--- src/rtl/seq_scan_pkg.sv ---
// Shared types and default constants for the serial pattern-scan controller.
// Latency: n/a (declarations only).
// Backpressure: n/a.
package seq_scan_pkg;

  localparam int DEF_WIDTH = 8;
  localparam int DEF_PLEN  = 4;
  localparam logic [DEF_PLEN-1:0] DEF_PATTERN = 4'b1011;

  typedef enum logic [1:0] {
    IDLE  = 2'd0,
    SHIFT = 2'd1,
    DONE  = 2'd2
  } state_t;

  // Width of a bit-position field for a word of w bits; never zero.
  function automatic int pos_width(input int w);
    return (w > 1) ? $clog2(w) : 1;
  endfunction

endpackage

--- src/rtl/seq_match_core.sv ---
// Serial matcher: PLEN-bit history shift register, saturating fill counter, pattern compare.
// Latency: hit is combinational for the bit being shifted in this cycle (reflects the next history).
// Backpressure: none; advances only when shift_en is high, clr has priority over shifting.
module seq_match_core
  import seq_scan_pkg::*;
#(
  parameter int              PLEN    = DEF_PLEN,
  parameter logic [PLEN-1:0] PATTERN = PLEN'(DEF_PATTERN)
) (
  input  logic clk,
  input  logic rst,
  input  logic clr,
  input  logic shift_en,
  input  logic bit_in,
  output logic hit
);

  localparam int FW = $clog2(PLEN + 1);

  logic [PLEN-1:0] hist_q;
  logic [PLEN-1:0] hist_nxt;
  logic [FW-1:0]   fill_q;
  logic [FW-1:0]   fill_nxt;

  generate
    if (PLEN == 1) begin : g_one
      assign hist_nxt = bit_in;
    end else begin : g_multi
      assign hist_nxt = {hist_q[PLEN-2:0], bit_in};
    end
  endgenerate

  // Fill count stops at PLEN: once the history is full it stays full.
  assign fill_nxt = (fill_q == FW'(PLEN)) ? fill_q : fill_q + FW'(1);

  // A hit is flagged for the shift that completes the pattern, so the caller
  // can register it on the same edge that moves the bit in.
  assign hit = shift_en && (hist_nxt == PATTERN) && (fill_nxt == FW'(PLEN));

  // History and fill count update.
  always_ff @(posedge clk or posedge rst) begin
    if (rst) begin
      hist_q <= '0;
      fill_q <= '0;
    end else if (clr) begin
      hist_q <= '0;
      fill_q <= '0;
    end else if (shift_en) begin
      hist_q <= hist_nxt;
      fill_q <= fill_nxt;
    end
  end

endmodule

--- src/rtl/seq_scan_ctrl.sv ---
// Accepts a word, streams it MSB first into the matcher, reports hit count / first hit position / found.
// Latency: out_valid rises WIDTH cycles after the accept edge; one word every WIDTH+2 cycles at best.
// Backpressure: in_ready only in IDLE; result held in DONE until out_ready. SEQ_CARRY_EN keeps history across words.
module seq_scan_ctrl
  import seq_scan_pkg::*;
#(
  parameter int              WIDTH   = DEF_WIDTH,
  parameter int              PLEN    = DEF_PLEN,
  parameter logic [PLEN-1:0] PATTERN = PLEN'(DEF_PATTERN),
  localparam int             CW      = $clog2(WIDTH + 1),
  localparam int             PW      = pos_width(WIDTH)
) (
  input  logic             clk,
  input  logic             rst,
  input  logic [WIDTH-1:0] in_word,
  input  logic             in_valid,
  output logic             in_ready,
  output logic             out_valid,
  input  logic             out_ready,
  output logic [CW-1:0]    match_cnt,
  output logic [PW-1:0]    first_pos,
  output logic             found,
  output logic             match_pulse
);

  state_t           state_q;
  state_t           state_nxt;
  logic [WIDTH-1:0] word_q;
  logic [PW-1:0]    idx_q;
  logic             accept;
  logic             shift_en;
  logic             last_bit;
  logic             hit;
  logic             core_clr;

  assign accept   = in_valid && in_ready;
  assign last_bit = (idx_q == PW'(WIDTH - 1));
  assign found    = (match_cnt != '0);

`ifdef SEQ_CARRY_EN
  // History spans word boundaries; only reset clears it.
  assign core_clr = 1'b0;
`else
  // Every word is scanned from an empty history.
  assign core_clr = accept;
`endif

  seq_match_core #(
    .PLEN    (PLEN),
    .PATTERN (PATTERN)
  ) u_core (
    .clk      (clk),
    .rst      (rst),
    .clr      (core_clr),
    .shift_en (shift_en),
    .bit_in   (word_q[WIDTH-1]),
    .hit      (hit)
  );

  // State register.
  always_ff @(posedge clk or posedge rst) begin
    if (rst) begin
      state_q <= IDLE;
    end else begin
      state_q <= state_nxt;
    end
  end

  // Next-state: accept -> shift WIDTH bits -> hold result until taken.
  always_comb begin
    state_nxt = state_q;
    case (state_q)
      IDLE:    if (accept)                 state_nxt = SHIFT;
      SHIFT:   if (last_bit)               state_nxt = DONE;
      DONE:    if (out_valid && out_ready) state_nxt = IDLE;
      default:                             state_nxt = IDLE;
    endcase
  end

  // State-decoded handshake and shift enable.
  always_comb begin
    in_ready  = 1'b0;
    out_valid = 1'b0;
    shift_en  = 1'b0;
    case (state_q)
      IDLE:    in_ready  = 1'b1;
      SHIFT:   shift_en  = 1'b1;
      DONE:    out_valid = 1'b1;
      default: ;
    endcase
  end

  // Captured word shifts left so the MSB always feeds the matcher; idx tracks the stream position.
  always_ff @(posedge clk or posedge rst) begin
    if (rst) begin
      word_q <= '0;
      idx_q  <= '0;
    end else if (accept) begin
      word_q <= in_word;
      idx_q  <= '0;
    end else if (shift_en) begin
      word_q <= word_q << 1;
      if (!last_bit) begin
        idx_q <= idx_q + PW'(1);
      end
    end
  end

  // Result accumulation: count hits, latch position of the first, pulse once per hit.
  always_ff @(posedge clk or posedge rst) begin
    if (rst) begin
      match_cnt   <= '0;
      first_pos   <= '0;
      match_pulse <= 1'b0;
    end else begin
      match_pulse <= hit;
      if (accept) begin
        match_cnt <= '0;
        first_pos <= '0;
      end else if (hit) begin
        match_cnt <= match_cnt + CW'(1);
        if (match_cnt == '0) begin
          first_pos <= idx_q;
        end
      end
    end
  end

endmodule
--- config.mk ---
export PLATFORM = sky130hd
export DESIGN_NAME = seq_scan_ctrl
export DESIGN_NICKNAME = d
export VERILOG_FILES = /design/src/rtl/seq_scan_pkg.sv /design/src/rtl/seq_match_core.sv /design/src/rtl/seq_scan_ctrl.sv
export SDC_FILE = /design/constraint.sdc
export NUM_CORES = 1
export LEC_CHECK = 0
export ABC_AREA = 1
export CAP_MARGIN = 40
export CORE_MARGIN = 3
export CORE_UTILIZATION = 30
export CTS_CLUSTER_SIZE = 12
export DETAILED_ROUTE_END_ITERATION = 8
export PLACE_DENSITY = 0.58
export RECOVER_POWER = 25
export SKIP_CTS_REPAIR_TIMING = 1
export SKIP_LAST_GASP = 1
export SYNTH_ARGS = -nofsm -noshare
export SYNTH_HDL_FRONTEND = slang
export SYNTH_SLANG_ARGS = --single-unit
export TNS_END_PERCENT = 10
--- constraint.sdc ---
create_clock -name clk -period 2.9 [get_ports clk]
set_clock_uncertainty 0.05 [all_clocks]
set_input_delay 0.58 -clock clk [delete_from_list [all_inputs] [get_ports clk]]
set_output_delay 0.58 -clock clk [all_outputs]
set_load 0.005 [all_outputs]
==> results of run 1 <==
## critical path: stages (launching register included)
cell and delay (ns):
dfrtp_1 0.44, inv_1 0.08, ha_1 0.20, nand2_1 0.11
clkdlybuf4s50_1 0.51
## where the power goes
group	leakage, nW	switching, mW	internal, mW
clock	0.0228	0.118	0.0985
sequential	0.349	0.0863	0.501
combinational	0.442	0.352	0.215
total	0.814	0.557	0.815
## cells in the final DEF (no fill, tap or decap)
cell,netlist,layout
ha_1,6,6
inv_1,22,22
nand4_1,7,7
dlygate4sd3_1,0,1
nand2_2,1,1
buf_4,0,1
nand2_1,37,37
o31ai_1,1,1
inv_2,1,1
clkinv_1,1,1
or2_1,1,1
nand3_1,27,27
o221ai_1,1,1
clkbuf_1,0,2
clkdlybuf4s50_1,0,21
nor2_2,2,2
nor2_1,7,7
o21ai_0,4,4
xor2_1,2,2
dfrtp_1,27,27
clkbuf_8,0,3
o211ai_1,4,4
o22ai_1,4,4
## final timing paths
| check | end | slack [ns] |
|---|---|---|
| worst max register to register | match_cnt[2] | 1.18 |
| worst max-delay path | found | 0.65 |
| max in group asynchronous | word_q[2] | 0.78 |
| worst min register to register | word_q[5] | 0.45 |
| min in group asynchronous | match_cnt[2] | 1.18 |
| worst min-delay path | word_q[5] | 0.45 |
## logic make-up after synthesis
kind of cell / after synthesis / share of synthesized area, %
xor gates and xnor gates: 2 / 1.30
AOI/OAI and AO/OA: 14 / 6.80
and+or+nand+nor: 82 / 27.5
DFF: 27 / 50.3
adders and majority gates: 6 / 5.59
buffers and inverters: 28 / 8.57
## flip-flops by register name, indices dropped and copies added (netlist names)
signal         flops
first_pos          3
idx_q              3
match_cnt          4
match_pulse        1
state_q            2
u_core.fill_q      3
u_core.hist_q      3
word_q             8
## layout make-up
type / count / share of cell area [%]
Sequential cell: 27 / 40.8
Multi-Input combinational cell: 104 / 33.4
Timing Repair Buffer: 24 / 14.0
Inverter: 24 / 5.43
Tap cell: 50 / 3.77
Clock buffer: 4 / 2.72
## synthesized netlist by cell type (2+ instances only)
library cell / instances
o22ai_1: 4
xor2_1: 2
nor2_2: 2
o21ai_0: 4
nand3_1: 27
nand4_1: 7
o211ai_1: 4
nor2_1: 7
inv_1: 22
buf_2: 2
nand2_1: 37
ha_1: 6
dfrtp_1: 27
## through the flow
step                      cells  worst slack (ns)  cell area (um^2)  power, mW  util, %
after floorplan             159              1.42              1340       1.03        -
after global placement      229             0.927              1620       1.16     38.7
after detailed placement    229             0.911              1620       1.17     38.7
after CTS                   233             0.629              1660       1.39     39.8
after global routing        233             0.395              1660       1.50     39.7
final                       233             0.650              1660       1.37     39.7
## metal layers
layer | track usage [%] | vias up
met5 | 0 | -
met4 | 3.69 | 0
met3 | 2.20 | 5
met2 | 16.7 | 20
met1 | 15.0 | 503
li1 | - | 573
==> run_results.csv, run 1 <==
group,metric,value,unit
yosys,synth_ff_type,"dfrtp_1",
detailed_routing,drt-initial-drc-count,73,
timing,final_max_slew_viol_count,0,
yosys,synth_warnings,0,
grt,antenna_found_initial,0,
cts,h-tree-depth,1,
cts,cts_tree,"yes",
detailed_routing,wl_met1,1.39,mm
die,rows,23,
setup_path,required,2.27,ns
setup_path,reg2regPathDepth,9,
timing,post-route-min-period,2.25,ns
pwr,ir_drop,0.000322,V
pwr,powerDensity,828,nW/um^2
timing,fin_setup_tns,0,ns
yosys,synth_area_leaders,"dfrtp_1 50%, nand2_1 10%, nand3_1 10%",
finish,fin_nets,202,
die,dieArea,5320,um^2
grt,grt_overflow,0,
yosys,ys_types,21,
placement,post-dp-hpwl,1.97,mm
yosys,syn-num-nets,177,
cts,clock_sinks,27,
detailed_routing,avgRoutedWirePerCell,11.6,um
die,die_h,72.9,um
job,cap_viol_max_count,0,
cts,cts_buffers,3,
cts,worst_skew_pair.late_latency,0.27,ns
finish,fillCellCount,433,
pwr,p_leak,0.814,nW
grt,grt_pass1_vias,1055,
worst_hold_path,holdCritStartpoint,"word_q[4]",
detailed_routing,vias,1101,
setup_path,endpoint_kind,"primary output",
detailed_routing,route.detailed.drc,0,
die,initial_core_util,32.2,%
worst_hold_path,hp-class,"register to register",
detailed_routing,ant_nets,0,
detailed_routing,avgViaCountPerCell,4.73,
cts,clk_path_buf_depth,2,
setup_path,worst-path-max-fanout,6,
worst_hold_path,holdPathStages,2,
setup_path,arrival,1.62,ns
yosys,synth.cell_area,1340,um^2
outcome,outcome,"completed",
grt,grt_pass1_wl,4.60,mm
setup_path,startpoint,"match_cnt[0]",
timing,max_slew_margin,3.76,%
yosys,ys_ff_latch,27,
setup_path,start_kind,"register",
detailed_routing,dr_wl_met2,1.18,mm
cts,clkTransAtPathRegs,0.09,ns
grt,grt_max_degree,28,
grt,track_usage,10.8,%
yosys,ys_seq_area_share,50.3,%
yosys,yosysTopAreaCell,"dfrtp_1",
finish,multi_input_area,553,um^2
yosys,syn_inst,159,
yosys,synth_edf_count,0,
timing,fmax,445,MHz
yosys,synth_top_area_share,50.3,%
timing,hold_viol_final,0,
detailed_routing,wl_met3,97,um
timing,holdWs,0.448,ns
detailed_routing,drt_wl_total,2.70,mm
finish,drive_gt1_share,4.37,%
finish,regArea,676,um^2
timing,tightest_slew,1.44,ns
die,core_area,4170,um^2
timing,rsz0062_at_grt,"no",
die,die_w,72.9,um
placement,portBuffers,22,
yosys,syn_avg_cell_area,8.45,um^2
finish,syn_to_final_growth,23.4,%
yosys,synth-async-reset-ratio,100,%
setup_path,critical_path_class,"register to primary output",
die,ioPinCount,23,
detailed_routing,top_layer,"met4",
placement,place.gp.congestion,0.737,
cts,cts_root_buffer,"clkbuf_8",
timing,post-route-period-util,77.6,%
detailed_routing,first_pass_iters,4,
timing,finalSetupViolations,0,
setup_path,worstReg2RegStart,"u_core.fill_q[0]",
finish,diodes,0,
No activity file was read; power rests on OpenSTA's default activity.
==> run 2, diff against run 1 <==
==> constraint.sdc (replaced) <==
create_clock -name clk -period 2.1 [get_ports clk]
set_clock_uncertainty 0.05 [all_clocks]
set_input_delay 0.42 -clock clk [delete_from_list [all_inputs] [get_ports clk]]
set_output_delay 0.42 -clock clk [all_outputs]
set_load 0.005 [all_outputs]
==> run 2 against run 1 <==
Net effect: global-route usage is 0.54 points higher; register-to-register slack got worse by 0.82 ns; sequential power up 38%; clock-buffer cell count shrank 1; design area rose by 0.91%; hold slack gained 0.0056 ns; utilization is 0.36 points higher; critical endpoint unchanged; largest power group unchanged.
==> run_results.csv, run 2 (same netlist as run 1, synthesis figures left out) <==
group,metric,value,unit
timing,finalSetupViolations,0,
timing,final_max_slew_viol_count,0,
finish,fin_nets,203,
pwr,p_seq_share,42.1,%
setup_path,worstReg2RegStart,"u_core.fill_q[0]",
pwr,p_leak,0.824,nW
setup_path,endpoint_kind,"primary output",
grt,grt_max_degree,28,
grt,antenna_found_initial,0,
worst_hold_path,hold_end,"word_q[4]",
detailed_routing,drt_wl_total,2.74,mm
finish,reg_top3,"word_q x8, match_cnt x4",
worst_hold_path,holdPathStages,2,
die,die_w,72.9,um
timing,fin_setup_tns,0,ns
placement,place_area,1620,um^2
grt,grt_pass1_wl,4.65,mm
detailed_routing,drt-initial-drc-count,59,
cts,cts_buffers,3,
finish,drive_gt1_share,6.52,%
cts,clock_sinks,27,
detailed_routing,first_pass_iters,4,
cts,clkTransAtPathRegs,0.11,ns
timing,holdWs,0.453,ns
finish,layout_commonest_cell,"nand2_1",
worst_hold_path,hp-class,"register to register",
timing,post-route-min-period,2.00,ns
timing,max_slew_margin,54.0,%
worst_hold_path,holdCritStartpoint,"word_q[3]",
finish,final_area,1670,um^2
timing,fmax,500,MHz
die,rows,23,
die,initial_core_util,32.2,%
detailed_routing,avgViaCountPerCell,4.64,
detailed_routing,route.detailed.drc,0,
die,die_h,72.9,um
grt,grt_pass1_vias,1034,
setup_path,worst-path-max-fanout,4,
detailed_routing,ant_nets,0,
pwr,p_sw_share,41.3,%
pwr,p_switching,0.796,mW
finish,top_register,"word_q",
cts,h-tree-depth,1,
timing,post-route-period-util,95.2,%
finish,final_cell_mix,"37 x nand2_1, 27 x nand3_1, 26 x dfrtp_1, 22 x inv_1, 21 x clkdlybuf4s50_1",
finish,diodes,0,
finish,fillCellCount,419,
setup_path,start_kind,"register",
detailed_routing,vias,1085,
detailed_routing,avgRoutedWirePerCell,11.7,um
pwr,ir_drop,0.000521,V
setup_path,reg2regPathDepth,9,
placement,place.gp.congestion,0.746,
cts,worst_skew_pair.late_latency,0.29,ns
setup_path,critical_path_class,"register to primary output",
cts,cts_tree,"yes",
placement,portBuffers,22,
pwr,p_int,1.13,mW
cts,clk_path_buf_depth,2,
setup_path,arrival,1.53,ns
pwr,powerDensity,1150,nW/um^2
pwr,combinationalPowerShare,41.1,%
cts,cts_root_buffer,"clkbuf_8",
setup_path,rr_endpoint,"match_cnt[2]",
outcome,outcome,"completed",
finish,largest_reg_flops,8,
setup_path,required,1.63,ns
grt,track_usage,11.3,%
die,dieArea,5320,um^2
die,ioPinCount,23,
timing,tightest_slew,0.691,ns
grt,grt_overflow,0,
setup_path,r2r_slack,0.36,ns
job,cap_viol_max_count,0,
timing,hold_viol_final,0,
die,core_area,4170,um^2
pwr,clkPwrFrac,16.8,%
placement,post-dp-hpwl,1.97,mm
finish,syn_to_final_growth,24.5,%
timing,rsz0062_at_grt,"no",
## run 2: cell types whose count changed in the layout (fill, tap and decap cells not counted)
cell      change
clkbuf_2      +1
dfrtp_2       +1
clkbuf_1      -2
buf_4         +1
dfrtp_1       -1
inv_6         +1
## run 2: per-stage QoR
| stage | util, % | total power [mW] | cells | setup slack (ns) |
|---|---|---|---|---|
| after floorplan | - | 1.42 | 159 | 0.620 |
| after global placement | 38.7 | 1.61 | 229 | 0.361 |
| after detailed placement | 38.7 | 1.62 | 229 | 0.349 |
| after CTS | 39.9 | 1.95 | 233 | 0.0297 |
| after global routing | 40.1 | 2.11 | 234 | 0.00677 |
| final | 40.1 | 1.93 | 234 | 0.100 |
## run 2: area by class of cell
type                            instances  area, um^2  share of cell area, %
Tap cell                               50        62.6                   3.74
Multi-Input combinational cell        104         553                   33.1
Sequential cell                        27         677                   40.5
Clock buffer                            3        41.3                   2.47
Clock inverter                          1        8.76                  0.524
Timing Repair Buffer                   25         240                   14.4
Inverter                               24        90.1                   5.39
## run 2: per-layer routing
layer  vias to the layer above  share of wire, %  global-route usage [%]
met2                        18                45                    16.9
met3                         5               4.1                    3.44
met1                       491                49                    15.7
met4                         0               1.4                    3.69
li1                        571                 -                       -
met5                         -                 0                       0
## run 2: worst max path at each step
stage                     slack [ns]             start            to  depth (start not counted)
after floorplan                 0.62  u_core.fill_q[0]  match_cnt[2]                          9
after global placement          0.36      match_cnt[0]         found                          4
after detailed placement        0.35      match_cnt[0]         found                          4
after CTS                       0.03      match_cnt[0]         found                          4
after global routing           0.007      match_cnt[0]         found                          4
final                           0.10      match_cnt[0]         found                          4
## run 2: power by group through the flow
stage	Combinational, mW	Sequential (mW)	Clock [mW]
floorplan	0.624	0.794	0
global route	0.925	0.836	0.354
detailed placement	0.801	0.822	0
global placement	0.792	0.821	0
finish	0.792	0.811	0.323
CTS	0.805	0.813	0.335
## run 2: critical path, cell delays in order (launching register included)
cell and delay, ns:
dfrtp_1 0.40, inv_1 0.07, ha_1 0.19, nand2_1 0.10, clkdlybuf4s50_1 0.50
==> run 3, diff against run 2 <==
--- a/config.mk
+++ b/config.mk
@@ -12,7 +12,7 @@
 export CTS_CLUSTER_SIZE = 12
 export DETAILED_ROUTE_END_ITERATION = 8
 export PLACE_DENSITY = 0.58
-export RECOVER_POWER = 25
+export RECOVER_POWER = 50
 export SKIP_CTS_REPAIR_TIMING = 1
 export SKIP_LAST_GASP = 1
 export SYNTH_ARGS = -nofsm -noshare
==> run 3 against run 2 <==
Net effect: utilization is 0.090 points lower; sequential power hardly changed; global-route usage stayed put; sequential share of layout area is 0.091 points higher; die area stayed put; clock power hardly changed; worst setup slack better by 0.0035 ns; non-clock buffer count stayed put; largest power group unchanged.
==> run_results.csv, run 3 (same netlist as run 1, synthesis figures left out) <==
group,metric,value,unit
detailed_routing,drt_wl_total,2.73,mm
finish,layout_commonest_cell,"nand2_1",
timing,rsz0062_at_grt,"no",
timing,hold_viol_final,0,
pwr,p_leak,0.820,nW
finish,diodes,0,
setup_path,critical_path_class,"register to primary output",
cts,worst_skew_pair.late_latency,0.29,ns
cts,h-tree-depth,1,
placement,place.gp.congestion,0.746,
setup_path,worst-path-max-fanout,4,
setup_path,endpoint_kind,"primary output",
setup_path,rr_endpoint,"match_cnt[2]",
die,die_h,72.9,um
timing,max_slew_margin,53.6,%
outcome,outcome,"completed",
setup_path,required,1.63,ns
grt,grt_pass1_vias,1034,
finish,fin_nets,203,
die,rows,23,
cts,clock_sinks,27,
setup_path,worstReg2RegStart,"u_core.fill_q[0]",
placement,place_area,1620,um^2
pwr,p_seq_share,42.3,%
die,dieArea,5320,um^2
detailed_routing,vias,1096,
grt,grt_max_degree,28,
finish,drive_gt1_share,5.98,%
placement,post-dp-hpwl,1.97,mm
pwr,ir_drop,0.000520,V
pwr,p_sw_share,41.4,%
pwr,powerDensity,1150,nW/um^2
timing,finalSetupViolations,0,
pwr,clkPwrFrac,16.8,%
finish,syn_to_final_growth,24.2,%
finish,regArea,677,um^2
timing,fin_setup_tns,0,ns
grt,grt_overflow,0,
setup_path,reg2regPathDepth,9,
worst_hold_path,hold_end,"word_q[4]",
worst_hold_path,hp-class,"register to register",
placement,dp_cells,229,
finish,multi_input_area,553,um^2
worst_hold_path,holdPathStages,2,
timing,post-route-min-period,2.00,ns
detailed_routing,drt-initial-drc-count,59,
timing,tightest_slew,0.696,ns
finish,reg_top3,"word_q x8, match_cnt x4",
pwr,p_switching,0.795,mW
timing,holdWs,0.456,ns
die,initial_core_util,32.2,%
worst_hold_path,holdCritStartpoint,"word_q[3]",
cts,cts_buffers,3,
finish,final_cell_mix,"37 x nand2_1, 27 x nand3_1, 26 x dfrtp_1, 22 x inv_1, 21 x clkdlybuf4s50_1",
pwr,combinationalPowerShare,40.9,%
detailed_routing,route.detailed.drc,0,
detailed_routing,avgViaCountPerCell,4.68,
cts,cts_root_buffer,"clkbuf_8",
timing,final_max_slew_viol_count,0,
grt,antenna_found_initial,0,
detailed_routing,avgRoutedWirePerCell,11.6,um
grt,track_usage,11.3,%
detailed_routing,first_pass_iters,4,
finish,largest_reg_flops,8,
cts,clkTransAtPathRegs,0.11,ns
setup_path,r2r_slack,0.35,ns
finish,layout.cells.non_filler,234,
finish,final_area,1670,um^2
die,ioPinCount,23,
cts,cts_tree,"yes",
timing,fmax,501,MHz
finish,top_register,"word_q",
setup_path,arrival,1.53,ns
die,die_w,72.9,um
timing,post-route-period-util,95.1,%
setup_path,start_kind,"register",
cts,clk_path_buf_depth,2,
finish,fillCellCount,419,
detailed_routing,ant_nets,0,
job,cap_viol_max_count,0,
die,core_area,4170,um^2
pwr,p_int,1.12,mW
grt,grt_pass1_wl,4.65,mm
finish,fin_util,40.0,%
placement,portBuffers,22,
## run 3: area by class of cell
class | instances | area share (%)
flip-flops and latches | 27 | 40.6
multi-input cells | 104 | 33.1
repair buffers | 25 | 14.2
inverters | 24 | 5.40
well taps | 50 | 3.75
clock buffers | 3 | 2.47
clock inverters | 1 | 0.525
## run 3: how the worst max path moves through the flow
stage / from / to / cells after the start
after floorplan: u_core.fill_q[0] / match_cnt[2] / 9
after global placement: match_cnt[0] / found / 4
after detailed placement: match_cnt[0] / found / 4
after CTS: match_cnt[0] / found / 4
after global routing: match_cnt[0] / found / 4
final: match_cnt[0] / found / 4
## run 3: through the flow
stage                     total power [mW]  worst slack (ns)
after global placement                1.61             0.361
after floorplan                       1.42             0.620
after CTS                             1.95            0.0297
after detailed placement              1.62             0.349
after global routing                  2.11           0.00677
final                                 1.92             0.104
## run 3: worst max-delay path, stage by stage (launching register included)
cell             delay [ns]
dfrtp_1                0.39
inv_1                  0.07
ha_1                   0.19
nand2_1                0.10
clkdlybuf4s50_1        0.50
## run 3: metal layers
metal | wire length [um] | track usage (%) | up-vias
met5 | 0 | 0 | -
met4 | 35 | 3.69 | 0
met3 | 113 | 3.44 | 6
met2 | 1240 | 16.9 | 18
met1 | 1340 | 15.7 | 496
li1 | - | - | 576
## run 3: power groups by stage
stage | Sequential (mW) | Combinational, mW | Clock, mW
6_report | 0.812 | 0.786 | 0.322
5_1_grt | 0.836 | 0.919 | 0.354
3_5_place_dp | 0.822 | 0.801 | 0
4_1_cts | 0.813 | 0.805 | 0.335
2_1_floorplan | 0.794 | 0.624 | 0
3_3_place_gp | 0.821 | 0.792 | 0
